### src/rtl/gtp_lane_supervisor.sv
// Per-lane GTP link supervisor: trains each lane, declares link-up, watches the error rate and can re-reset lanes.
// Optional feature macro GTP_SUP_AUTO_RETRAIN_EN: when defined, a failed lane re-resets itself after one cycle in FAIL.
module gtp_lane_supervisor #(
  parameter int NUM_LANES   = 4,
  parameter int ERR_CNT_W   = 16,
  parameter int UP_CYCLES   = 1024,
  parameter int WIN_CYCLES  = 4096,
  parameter int ERR_THRESH  = 8,
  parameter int HOLD_CYCLES = 256
) (
  input  logic                           clk_gtp,
  input  logic                           rst_gtp_n,
  input  logic [NUM_LANES-1:0]           i_powerdown,
  input  logic [NUM_LANES-1:0]           i_rstdone,
  input  logic [2*NUM_LANES-1:0]         i_los,
  input  logic [2*NUM_LANES-1:0]         i_dpe,
  input  logic [2*NUM_LANES-1:0]         i_nit,
  input  logic [3*NUM_LANES-1:0]         i_bfs,
  input  logic [NUM_LANES-1:0]           i_lane_retrain,
  input  logic                           i_clr_cnt,
  output logic [NUM_LANES-1:0]           o_lane_rst,
  output logic [NUM_LANES-1:0]           o_lane_up,
  output logic [NUM_LANES-1:0]           o_lane_error,
  output logic [NUM_LANES*ERR_CNT_W-1:0] o_err_cnt,
  output logic                           o_all_up,
  output logic                           o_init_done
);

  // One counter per lane is shared by TRAIN (clean run), UP (window) and LRST (hold).
  localparam int CNT_MAX_A = (UP_CYCLES > WIN_CYCLES) ? UP_CYCLES : WIN_CYCLES;
  localparam int CNT_MAX   = (CNT_MAX_A > HOLD_CYCLES) ? CNT_MAX_A : HOLD_CYCLES;
  localparam int CNT_W     = (CNT_MAX > 1) ? $clog2(CNT_MAX) : 1;
  localparam int WERR_W    = $clog2(ERR_THRESH + 1);

  localparam logic [CNT_W-1:0]  UP_LAST   = CNT_W'(UP_CYCLES - 1);
  localparam logic [CNT_W-1:0]  WIN_LAST  = CNT_W'(WIN_CYCLES - 1);
  localparam logic [CNT_W-1:0]  HOLD_LAST = CNT_W'(HOLD_CYCLES - 1);
  localparam logic [WERR_W-1:0] THRESH_V  = WERR_W'(ERR_THRESH);

  typedef enum logic [2:0] {
    ST_OFF, ST_WAIT_RST, ST_TRAIN, ST_UP, ST_FAIL, ST_LRST
  } state_e;

  logic [NUM_LANES-1:0] rst_d, up_d, err_d;
  logic [NUM_LANES-1:0] lane_rst_q, lane_up_q, lane_err_q;
  logic                 all_up_q, init_done_q;
  logic                 unused_bits;

  assign unused_bits = ^{i_los, i_bfs};

  for (genvar k = 0; k < NUM_LANES; k++) begin : g_lane
    state_e                state_q, state_d;
    logic [CNT_W-1:0]      cnt_q, cnt_d;
    logic [WERR_W-1:0]     werr_q, werr_d, werr_nx;
    logic [ERR_CNT_W-1:0]  ecnt_q;
    logic                  evt, counting;

    assign evt      = (|i_dpe[2*k +: 2]) | (|i_nit[2*k +: 2]) | i_los[2*k+1] | i_bfs[3*k+2];
    assign counting = (state_q == ST_TRAIN) || (state_q == ST_UP);

    always_comb begin
      state_d = state_q;
      cnt_d   = cnt_q;
      werr_d  = werr_q;
      werr_nx = werr_q;
      if (i_powerdown[k]) begin
        state_d = ST_OFF;
      end else if (i_lane_retrain[k] && (state_q != ST_OFF) && (state_q != ST_LRST)) begin
        state_d = ST_LRST;
        cnt_d   = '0;
      end else begin
        case (state_q)
          ST_OFF:      state_d = ST_WAIT_RST;
          ST_WAIT_RST: begin
            if (i_rstdone[k]) begin
              state_d = ST_TRAIN;
              cnt_d   = '0;
            end
          end
          ST_TRAIN: begin
            if (!i_rstdone[k]) begin
              state_d = ST_WAIT_RST;
            end else if (evt) begin
              cnt_d = '0;
            end else if (cnt_q == UP_LAST) begin
              state_d = ST_UP;
              cnt_d   = '0;
              werr_d  = '0;
            end else begin
              cnt_d = cnt_q + 1'b1;
            end
          end
          ST_UP: begin
            // An error on the last cycle of a window opens the next window's count.
            if (cnt_q == WIN_LAST) begin
              cnt_d   = '0;
              werr_nx = WERR_W'(evt);
            end else begin
              cnt_d   = cnt_q + 1'b1;
              werr_nx = werr_q + WERR_W'(evt);
            end
            werr_d = werr_nx;
            if (i_los[2*k+1] || !i_rstdone[k] || (werr_nx == THRESH_V)) state_d = ST_FAIL;
          end
          ST_FAIL: begin
`ifdef GTP_SUP_AUTO_RETRAIN_EN
            state_d = ST_LRST;
            cnt_d   = '0;
`else
            state_d = ST_FAIL;
`endif
          end
          ST_LRST: begin
            if (cnt_q == HOLD_LAST) state_d = ST_WAIT_RST;
            else                    cnt_d   = cnt_q + 1'b1;
          end
          default: state_d = ST_WAIT_RST;
        endcase
      end
    end

    always_ff @(posedge clk_gtp or negedge rst_gtp_n) begin
      if (!rst_gtp_n) begin
        state_q <= ST_WAIT_RST;
        cnt_q   <= '0;
        werr_q  <= '0;
        ecnt_q  <= '0;
      end else begin
        state_q <= state_d;
        cnt_q   <= cnt_d;
        werr_q  <= werr_d;
        if (i_clr_cnt)                          ecnt_q <= '0;
        else if (evt && counting && !(&ecnt_q)) ecnt_q <= ecnt_q + 1'b1;
      end
    end

    assign rst_d[k] = (state_d == ST_LRST);
    assign up_d[k]  = (state_d == ST_UP);
    assign err_d[k] = (state_d == ST_FAIL);
    assign o_err_cnt[k*ERR_CNT_W +: ERR_CNT_W] = ecnt_q;
  end

  always_ff @(posedge clk_gtp or negedge rst_gtp_n) begin
    if (!rst_gtp_n) begin
      lane_rst_q  <= '0;
      lane_up_q   <= '0;
      lane_err_q  <= '0;
      all_up_q    <= 1'b0;
      init_done_q <= 1'b0;
    end else begin
      lane_rst_q  <= rst_d;
      lane_up_q   <= up_d;
      lane_err_q  <= err_d;
      all_up_q    <= (&(up_d | i_powerdown)) & ~(&i_powerdown);
      init_done_q <= &(i_rstdone | i_powerdown);
    end
  end

  assign o_lane_rst   = lane_rst_q;
  assign o_lane_up    = lane_up_q;
  assign o_lane_error = lane_err_q;
  assign o_all_up     = all_up_q;
  assign o_init_done  = init_done_q;

endmodule

### config.mk
export PLATFORM = sky130hd
export DESIGN_NAME = gtp_lane_supervisor
export DESIGN_NICKNAME = d
export VERILOG_FILES = /design/src/rtl/gtp_lane_supervisor.sv
export SDC_FILE = /design/constraint.sdc
export NUM_CORES = 1
export LEC_CHECK = 0
export ABC_AREA = 1
export CAP_MARGIN = 20
export CORE_UTILIZATION = 55
export CTS_CLUSTER_DIAMETER = 120
export DETAILED_ROUTE_END_ITERATION = 8
export PLACE_DENSITY_LB_ADDON = 0.08
export SLEW_MARGIN = 20
export SYNTH_ARGS = -nofsm -noshare
export SYNTH_HDL_FRONTEND = slang
export SYNTH_SLANG_ARGS = --single-unit
export TNS_END_PERCENT = 20
### constraint.sdc
create_clock -name clk_gtp -period 3.2 [get_ports clk_gtp]
set_clock_uncertainty 0.15 [all_clocks]
set_input_delay 0.64 -clock clk_gtp [delete_from_list [all_inputs] [get_ports clk_gtp]]
set_output_delay 0.64 -clock clk_gtp [all_outputs]
set_load 0.02 [all_outputs]
==> results of run 1 <==
[cell usage in the layout (no fill, tap or decap), types with 4 or more instances in the layout]
cell type	count
nand2_1	226
inv_1	176
nor2_1	165
dfrtp_1	150
clkdlybuf4s50_1	115
o21ai_0	84
nand3_1	77
a21oi_1	66
nor3_1	36
nand4_1	24
ha_1	20
xor2_1	19
inv_2	17
nor2_2	17
clkbuf_16	17
buf_4	13
nand2_2	12
nor3_2	9
a211oi_1	9
o21ai_1	8
nor2_4	7
a31oi_1	6
o21a_1	5
o31ai_1	5
nor4_1	5
xnor2_1	4
or2_2	4
o21bai_1	4
and3_1	4
bufinv_16	4
dfstp_2	4
[flip-flops by register name, indices dropped and copies added, names as in the netlist]
register / count
g_lane.ecnt_q: 64
g_lane.state_q: 12
o_lane_rst: 4
g_lane.werr_q: 16
o_init_done: 1
o_lane_up: 4
g_lane.cnt_q: 48
o_all_up: 1
o_lane_error: 4
[worst paths after layout]
path                            slack [ns]           startpoint              endpoint
worst min-delay path                  0.05            rst_gtp_n   g_lane[3].ecnt_q[8]
worst max register to register        0.89  g_lane[3].ecnt_q[0]  g_lane[3].ecnt_q[14]
worst min register to register        0.33   g_lane[3].cnt_q[7]    g_lane[3].cnt_q[7]
worst max-delay path                  0.44             i_nit[5]              o_all_up
min in group clk_gtp                  0.33   g_lane[3].cnt_q[7]    g_lane[3].cnt_q[7]
max in group asynchronous             2.09            rst_gtp_n  g_lane[1].state_q[0]
[cells by family (layout without fill, tap and decap cells)]
logic type      Yosys count  in the layout  share of synthesized area [%]
compound gates          212            212                          13.63
buf+inv                 207            358                          8.825
xor+xnor                 23             23                          2.217
flops                   154            154                          42.46
simple gates            599            599                          30.11
fa+ha+maj                20             20                          2.754
[critical path, stage by stage]
cell and delay [ns]:
clkdlybuf4s50_1 0.39, or2_0 0.21, nor2_1 0.14, inv_1 0.07, ha_1 0.20, ha_1 0.19
nand2_1 0.06, inv_1 0.03, nor2_1 0.13, nor2_1 0.06, nand2_1 0.06, nor2_1 0.04
nand2_1 0.08, nand3_1 0.10, nand2_1 0.09, inv_1 0.06, o21bai_1 0.15, nand3_1 0.13
nor3_2 0.11
[per-layer routing]
metal	up-vias	GRT usage, %	wire (um)	part of all wire (%)
li1	4255	-	-	-
met1	3944	34.62	9643	45
met2	207	44.07	10250	48
met3	34	4.845	970	4.5
met4	0	9.669	476	2.2
met5	-	0	0	0
[through the flow]
stage	total power, mW	util, %	cell area (um^2)	instances
6_report	5.207	70.14	11220	1582
5_1_grt	5.478	70.14	11220	1582
3_3_place_gp	3.059	66.20	10590	1550
3_5_place_dp	3.084	66.20	10590	1550
2_1_floorplan	2.787	-	9087	1215
4_1_cts	5.248	70.14	11220	1582
[cell type report]
| type | count | area, um^2 |
|---|---|---|
| repair buffers | 131 | 1300 |
| clock buffers | 21 | 460.4 |
| fillers | 1393 | 4778 |
| inverters | 195 | 737.0 |
| multi-input cells | 854 | 4427 |
| well taps | 216 | 270.3 |
| flip-flops and latches | 154 | 3859 |
| clock inverters | 11 | 168.9 |
[report_power, final]
part           internal, mW  switching [mW]
combinational         0.349           0.581
sequential             2.05          0.0791
clock                  1.35           0.799
==> results.tsv, run 1 <==
metric	value	unit
run status	finished, final reports clean	
Residual DRC	0	
max cap viols	0	
Avg Inst Size Synth	7.479	um^2
Final Slew Violations	0	
fmax	0.3629	GHz
post-route antenna net violation count	0	
crit-path max FO	2	
Main synth FF type	dfrtp_1	
Pwr per Cell Area	464.0	mW/mm^2
Resized Gates After CTS	0	
wirelength, routed	21.34	mm
count of cell types in the netlist	54	
area delta synth->final	23.49	%
TritonCTS clock tree	built	
Async SR Flop Fraction	100.0	%
Yosys top cell area share	41.31	%
critical path required time	3.40	ns
WHS	0.05273	ns
# nets final	1424	
Die Width	130.5	um
Final min period	2.755	ns
cts bufs inserted	17	
critical path data arrival time	2.95	ns
RD Place Congestion	0.9082	
Place WS	0.01308	ns
final setup vio count	0	
Iteration-0 DRC Markers	437	
period utilization	86.11	%
DIE HEIGHT	130.5	um
Total GRT Usage	26.49	%
htree depth	4	
total congestion overflow	0	
Root Buffer	clkbuf_16	
hold buffers post-CTS	0	
CTS sink cnt	154	
initial antenna violation count	0	
CP Class	input port to register	
largest area contributor in the netlist	dfrtp_1	
Clk Latency, worst-skew pair	0.43	ns
Post-synth top cells	nand2_1, inv_1, nor2_1, dfrtp_1, o21ai_0	
CP Launch Type	input port	
first-pass GRT wire length	35.90	mm
Yosys Warn Count	0	
number of synthesized register bits	154	
hpwl dp	15.81	mm
Synth area leaders	dfrtp_1, nand2_1, inv_1	
IO buf count	116	
setup ws final	0.4446	ns
drt wl/cell	13.49	um
Setup TNS	0	ns
top-count cell post-synth	nand2_1	
largest net degree at the start of global routing	70	
FF-to-FF path depth	11	
Max clock buf depth	2	
row cnt	46	
clock slew at reported path FFs	0.07	ns
Worst Tran Pin Value	0.6423	ns
DR vias	8440	
Diodes inserted	0	
CP Capture Type	register	
Slew headroom	57.18	%
vias in the first global route	7959	
Syn Inst Count	1215	
Vias/cell	5.335	
register area share after synthesis	42.46	%
router iterations before antenna repair	7	
Leak	5.168	nW
io pins	129	
RSZ-0062 raised after global routing	no	
Initial Util	56.80	%
Fin. Hold Viols	0	
Post-synth EDFFs	0	
postcts setup bufs	0	
Hold/Removal Path Class	input port to asynchronous set/reset pin	
die area	0.01704	mm^2
syn nets	1286	
layout cells sized above 1	9.590	%
Post-Syn Area	0.009087	mm^2
Core Area	0.01600	mm^2
peak supply drop	353.1	uV
Note: power is estimated with default switching activity, not from simulation.
==> run 2: changes to the inputs <==
--- a/config.mk
+++ b/config.mk
@@ -8,8 +8,10 @@
 export ABC_AREA = 1
 export CAP_MARGIN = 20
 export CORE_UTILIZATION = 55
+export CTS_BUF_LIST = sky130_fd_sc_hd__clkbuf_16
 export CTS_CLUSTER_DIAMETER = 120
 export DETAILED_ROUTE_END_ITERATION = 8
+export DONT_BUFFER_PORTS = 1
 export PLACE_DENSITY_LB_ADDON = 0.08
 export SLEW_MARGIN = 20
 export SYNTH_ARGS = -nofsm -noshare
==> run 2 against run 1 <==
  * The run now ends with negative hold slack left
  * Critical path depth down 1
  * Via count is 7.5% lower
  * Critical endpoint unchanged
  * Register-to-register slack worse by 0.12 ns
  * Global-route usage decreased by 2.5 points
  * Routed wire length down 6.0%
  * Highest routed layer unchanged
  * Worst hold slack lost 0.29 ns
  * Core utilization down 8.5 points
  * Die area unchanged
  * Critical path type unchanged
  * Flip-flop and latch count unchanged
==> results.tsv, run 2 (synthesis results as in run 1) <==
metric	value	unit	change
run status	finished, violations left		
failing checks	negative hold slack		
critical path data arrival time	2.71	ns	-0.24 ns
fillcell total	1497		+7.5%
WL met2	9.386	mm	-8.4%
WHS	-0.2386	ns	-0.2914 ns
IO buf count	0		-100%
row cnt	46		unchanged
Residual DRC	0		unchanged
Leak	4.648	nW	-10%
hpwl dp	14.77	mm	-6.5%
drt wl/cell	13.78	um	+2.2%
RD Place Congestion	0.8906		-1.9%
max cap viols	0		unchanged
CTS sink cnt	154		unchanged
Power Total	4.749	mW	-8.8%
crit-path max FO	4		+2
Total GRT Usage	24.03	%	-2.5 points
Post-DP Area	0.009323	mm^2	-12%
Inst Count DP	1423		-8.2%
met1 WL	9.346	mm	-3.1%
Largest regs	g_lane.ecnt_q: 64 flops, g_lane.cnt_q: 48 flops, g_lane.werr_q: 16 flops		
cts bufs inserted	17		unchanged
area delta synth->final	8.523	%	
vias in the first global route	7051		-11%
Diodes inserted	0		unchanged
first-pass GRT wire length	32.53	mm	-9.4%
period utilization	78.72	%	-7.4 points
critical path required time	3.39	ns	about the same
Pwr per Cell Area	481.5	mW/mm^2	+3.8%
largest net degree at the start of global routing	155		+120%
TritonCTS clock tree	built		
router iterations before antenna repair	8		+1
max layer used	met4		
Slew headroom	58.28	%	+1.1 points
commonest non-fill, non-tap cell in the layout	nand2_1		
Top reg by flops	g_lane.ecnt_q		
CP Launch Type	input port		
postcts setup bufs	0		unchanged
Initial Util	56.80	%	unchanged
final std cells w/o fill	1455		-8.0%
DIE HEIGHT	130.5	um	unchanged
Hold/Removal Path Class	input port to asynchronous set/reset pin		
Finished Cell Area	0.009862	mm^2	-12%
Fin. Hold Viols	150		+150
Die Width	130.5	um	unchanged
htree depth	4		unchanged
final core occ	61.64	%	-8.5 points
final setup vio count	0		unchanged
peak supply drop	396.7	uV	+12%
Root Buffer	clkbuf_16		
total congestion overflow	0		unchanged
DR vias	7811		-7.5%
Max clock buf depth	2		unchanged
commonest cells after routing, fill and taps aside	nand2_1, inv_1, nor2_1, dfrtp_1, o21ai_0		
clock slew at reported path FFs	0.06	ns	about the same
Core Area	0.01600	mm^2	unchanged
Vias/cell	5.368		+0.63%
RSZ-0062 raised after global routing	no		
post-route antenna net violation count	0		unchanged
fmax	0.3970	GHz	+9.4%
io pins	129		unchanged
die area	0.01704	mm^2	unchanged
CP Class	input port to register		
Resized Gates After CTS	0		unchanged
Final Slew Violations	0		unchanged
Place WS	0.2625	ns	+0.2494 ns
met3 routed WL	1.168	mm	+20%
Worst Tran Pin Value	0.6192	ns	-0.02311 ns
Iteration-0 DRC Markers	456		+4.3%
CP Capture Type	register		
initial antenna violation count	0		unchanged
Setup TNS	0	ns	unchanged
# nets final	1297		-8.9%
max reg flops	64		unchanged
Clk Latency, worst-skew pair	0.42	ns	about the same
Final min period	2.519	ns	-0.2365 ns
wirelength, routed	20.05	mm	-6.0%
layout cells sized above 1	9.282	%	-0.31 points
setup ws final	0.6811	ns	+0.2365 ns
## run 2: worst max-delay path: stages
cell,delay [ns]
or2_0,0.20
nor2_1,0.24
inv_1,0.11
ha_1,0.22
ha_1,0.20
nand2_1,0.07
inv_1,0.03
nor2_1,0.11
nor2_1,0.06
nand2_1,0.06
nor2_1,0.04
nand2_1,0.09
nand3_1,0.12
nand2_1,0.10
nand2_1,0.08
o21bai_1,0.14
nand3_1,0.11
nor3_2,0.10
## run 2: final cells by class
class / instances / area [um^2] / share of cell area, %
multi-input combinational: 854 / 4427 / 44.89
clock inverter: 15 / 113.9 / 1.155
clock buffer: 17 / 425.4 / 4.314
timing repair buffer: 4 / 30.03 / 0.3045
tap: 216 / 270.3 / 2.740
inverter: 195 / 737.0 / 7.473
sequential: 154 / 3859 / 39.13
## run 2: where the power goes
part	leakage (nW)	switching, mW	internal [mW]
logic	2.27	0.478	0.262
registers	2.11	0.107	2.05
clock network	0.265	0.798	1.05
## run 2: final timing paths
path                                     start              endpoint  slack, ns  depth (start not counted)
max reg2reg                g_lane[2].ecnt_q[0]  g_lane[2].ecnt_q[15]       0.77                         11
max                                   i_nit[5]              o_all_up       0.68                         18
min in group clk_gtp            i_powerdown[1]  g_lane[1].state_q[0]       0.10                          1
min                                  rst_gtp_n   g_lane[2].werr_q[1]      -0.24                          0
min reg2reg                 g_lane[3].cnt_q[7]    g_lane[3].cnt_q[7]       0.34                          2
max in group asynchronous            rst_gtp_n  g_lane[1].state_q[0]       2.83                          0
## run 2: layer usage
metal / up-vias / global-route usage, %
li1: 3999 / -
met1: 3624 / 31.45
met3: 19 / 6.148
met5: - / 0
met4: 0 / 5.747
met2: 169 / 39.93
==> run 3: changes to the inputs <==
==> constraint.sdc (replaced) <==
create_clock -name clk_gtp -period 2.5 [get_ports clk_gtp]
set_clock_uncertainty 0.15 [all_clocks]
set_input_delay 0.5 -clock clk_gtp [delete_from_list [all_inputs] [get_ports clk_gtp]]
set_output_delay 0.5 -clock clk_gtp [all_outputs]
set_load 0.02 [all_outputs]
==> run 3 against run 2 <==
  * The flow still finishes with violations (negative hold slack)
  * Register-to-register slack got worse by 0.56 ns
  * First-iteration DRC count fell by 4.2%
  * Flip-flop and latch count did not move
  * Combinational power rose by 35%
  * Cell count rose by 2.2%
  * Setup slack got worse by 0.47 ns
  * Critical path depth fell by 7
  * Critical endpoint is now g_lane[1].ecnt_q[15]
  * Largest cell class unchanged
==> results.tsv, run 3 (synthesis results as in run 1) <==
metric	value	unit	change
run status	finished, violations left		
failing checks	negative hold slack		
hold buffers post-CTS	4		
hpwl dp	15.01	mm	+1.6%
area taken by multi-input logic gates	0.004441	mm^2	+0.31%
CP Capture Type	register		
area delta synth->final	11.29	%	
WHS	-0.3861	ns	-0.1475 ns
worst path cell trace	ha_1 -> nand2_1 -> nor2_1 -> nand3b_1 -> o21bai_1 -> nor2_1 -> nand2_1 -> nor2_2 -> nand2_1 -> nor2_1 -> nor3_1		
met3 global-route usage	6.189	%	+0.041 points
Setup TNS	0	ns	unchanged
critical path required time	2.61	ns	-0.78 ns
RD Place Congestion	0.8910		about the same
Clk Latency, worst-skew pair	0.42	ns	about the same
io pins	129		unchanged
Hold/Removal Path Class	input port to asynchronous set/reset pin		
postcts setup bufs	0		unchanged
commonest non-fill, non-tap cell in the layout	nand2_1		
Inst Count DP	1451		+2.0%
Fin. Hold Viols	154		+2.7%
period utilization	91.60	%	
vias in the first global route	7499		+6.4%
Initial Util	56.80	%	unchanged
first-pass GRT wire length	33.82	mm	+4.0%
switch share	30.10	%	+0.99 points
busiest layer in global routing	met2		
Diodes inserted	0		unchanged
CP Launch Type	register		
FF/Latch Area	0.003859	mm^2	unchanged
Pwr per Cell Area	601.7	mW/mm^2	+25%
TritonCTS clock tree	built		
clock slew at reported path FFs	0.07	ns	about the same
wirelength, routed	20.66	mm	+3.0%
critical path data arrival time	2.40	ns	-0.31 ns
final core occ	63.21	%	+1.6 points
Switch Pwr	1.832	mW	+32%
fillcell total	1505		+0.53%
htree depth	4		unchanged
DR vias	7958		+1.9%
crit-path max FO	5		+1
Vias/cell	5.352		-0.31%
Iteration-0 DRC Markers	437		-4.2%
final setup vio count	0		unchanged
Top reg by flops	g_lane.ecnt_q		
layout cells sized above 1	11.57	%	+2.3 points
Max clock buf depth	2		unchanged
max cap viols	0		unchanged
Die Width	130.5	um	unchanged
post-route antenna net violation count	0		unchanged
initial antenna violation count	0		unchanged
Slew headroom	31.32	%	-27 points
Total GRT Usage	25.16	%	+1.1 points
IO buf count	0		unchanged
drt wl/cell	13.89	um	+0.80%
largest delay contributor family on the critical path	simple AND/OR/NAND/NOR gates		
row cnt	46		unchanged
Crit path largest cell delay	0.47	ns	+0.23 ns
largest net degree at the start of global routing	155		unchanged
Post-DP Area	0.009533	mm^2	+2.3%
slowest stage cell on the critical path	dfrtp_1		
cts bufs inserted	17		unchanged
Worst Tran Pin Value	1.027	ns	+0.4076 ns
RSZ-0062 raised after global routing	no		
# nets final	1329		+2.5%
CP Class	register to register		
peak supply drop	489.1	uV	+23%
router iterations before antenna repair	5		-3
Finished Cell Area	0.01011	mm^2	+2.5%
max reg flops	64		unchanged
Leak	4.804	nW	+3.4%
internal power	4.253	mW	+26%
Residual DRC	0		unchanged
Reg power frac	45.3	%	about the same
total congestion overflow	0		unchanged
Final min period	2.290	ns	
Logic pwr share	16.5	%	+0.9 points
Core Area	0.01600	mm^2	unchanged
die area	0.01704	mm^2	unchanged
Final Slew Violations	0		unchanged
Largest regs	g_lane.ecnt_q: 64 flops, g_lane.cnt_q: 48 flops, g_lane.werr_q: 16 flops		
fmax	0.4367	GHz	
met2 GRT Util	41.08	%	+1.2 points
CP Buf/Inv Count	0		-2
final std cells w/o fill	1487		+2.2%
Root Buffer	clkbuf_16		
commonest cells after routing, fill and taps aside	nand2_1, inv_1, nor2_1, dfrtp_1, o21ai_0		
GR Layer Usage met1	32.34	%	+0.89 points
clock share of power	38.3	%	-0.7 points
Power Total	6.085	mW	+28%
CTS sink cnt	154		unchanged
DIE HEIGHT	130.5	um	unchanged
-- run 3: changes by cell type in the layout (fill, tap and decap cells not counted), moves of 2 or more --
| cell | before | now |
|---|---|---|
| buf_4 | 4 | 32 |
| clkinvlp_4 | 4 | 2 |
| dlygate4sd3_1 | 0 | 4 |
| inv_1 | 180 | 178 |
| inv_6 | 1 | 4 |
-- run 3: what timing repair did --
| action | 4_1_cts | 5_1_grt |
|---|---|---|
| endpoints found under the setup margin | 0 | 3 |
| endpoints found under the hold margin | 182 | 154 |
| resized for setup | 0 | 3 |
-- run 3: per-layer routing --
| metal | up-vias | share of wire (%) | wire [um] |
|---|---|---|---|
| met4 | 0 | 2.0 | 418 |
| li1 | 4073 | - | - |
| met2 | 186 | 45 | 9391 |
| met5 | - | 0 | 0 |
| met3 | 29 | 5.7 | 1181 |
| met1 | 3670 | 47 | 9669 |
-- run 3: cell type report --
| cell class | count | area share, % |
|---|---|---|
| Multi-Input combinational cell | 854 | 43.91 |
| Timing Repair Buffer | 36 | 2.771 |
| Inverter | 195 | 7.287 |
| Tap cell | 216 | 2.672 |
| Clock inverter | 15 | 1.002 |
| Clock buffer | 17 | 4.206 |
| Sequential cell | 154 | 38.15 |
-- run 3: worst paths after layout --
kind | start | end | slack (ns) | depth (start not counted)
setup / recovery | g_lane[1].ecnt_q[0] | g_lane[1].ecnt_q[15] | 0.21 | 11
hold / removal | rst_gtp_n | g_lane[2].cnt_q[2] | -0.39 | 0
setup reg to reg | g_lane[1].ecnt_q[0] | g_lane[1].ecnt_q[15] | 0.21 | 11
hold reg to reg | g_lane[3].cnt_q[7] | g_lane[3].cnt_q[7] | 0.34 | 2
max in group asynchronous | rst_gtp_n | g_lane[1].state_q[0] | 2.26 | 0
min in group clk_gtp | i_clr_cnt | g_lane[2].ecnt_q[12] | 0.03 | 1
-- run 3: per-stage QoR --
step           hold slack [ns]  setup WS [ns]
5_1_grt                -0.4106        0.02081
6_report               -0.3861         0.2100
4_1_cts                -0.4023         0.1116
3_5_place_dp           0.05846        -0.1214
3_3_place_gp           0.05777       -0.06561
2_1_floorplan          0.05441        0.02767
-- run 3: power by group through the flow --
stage                     registers [mW]  clock network, mW  logic [mW]
after floorplan                     2.78                  0       0.789
after global placement              2.80                  0       0.958
after detailed placement            2.80                  0       0.973
after CTS                           2.76               2.38       0.997
after global routing                2.77               2.49        1.16
final                               2.75               2.33        1.00
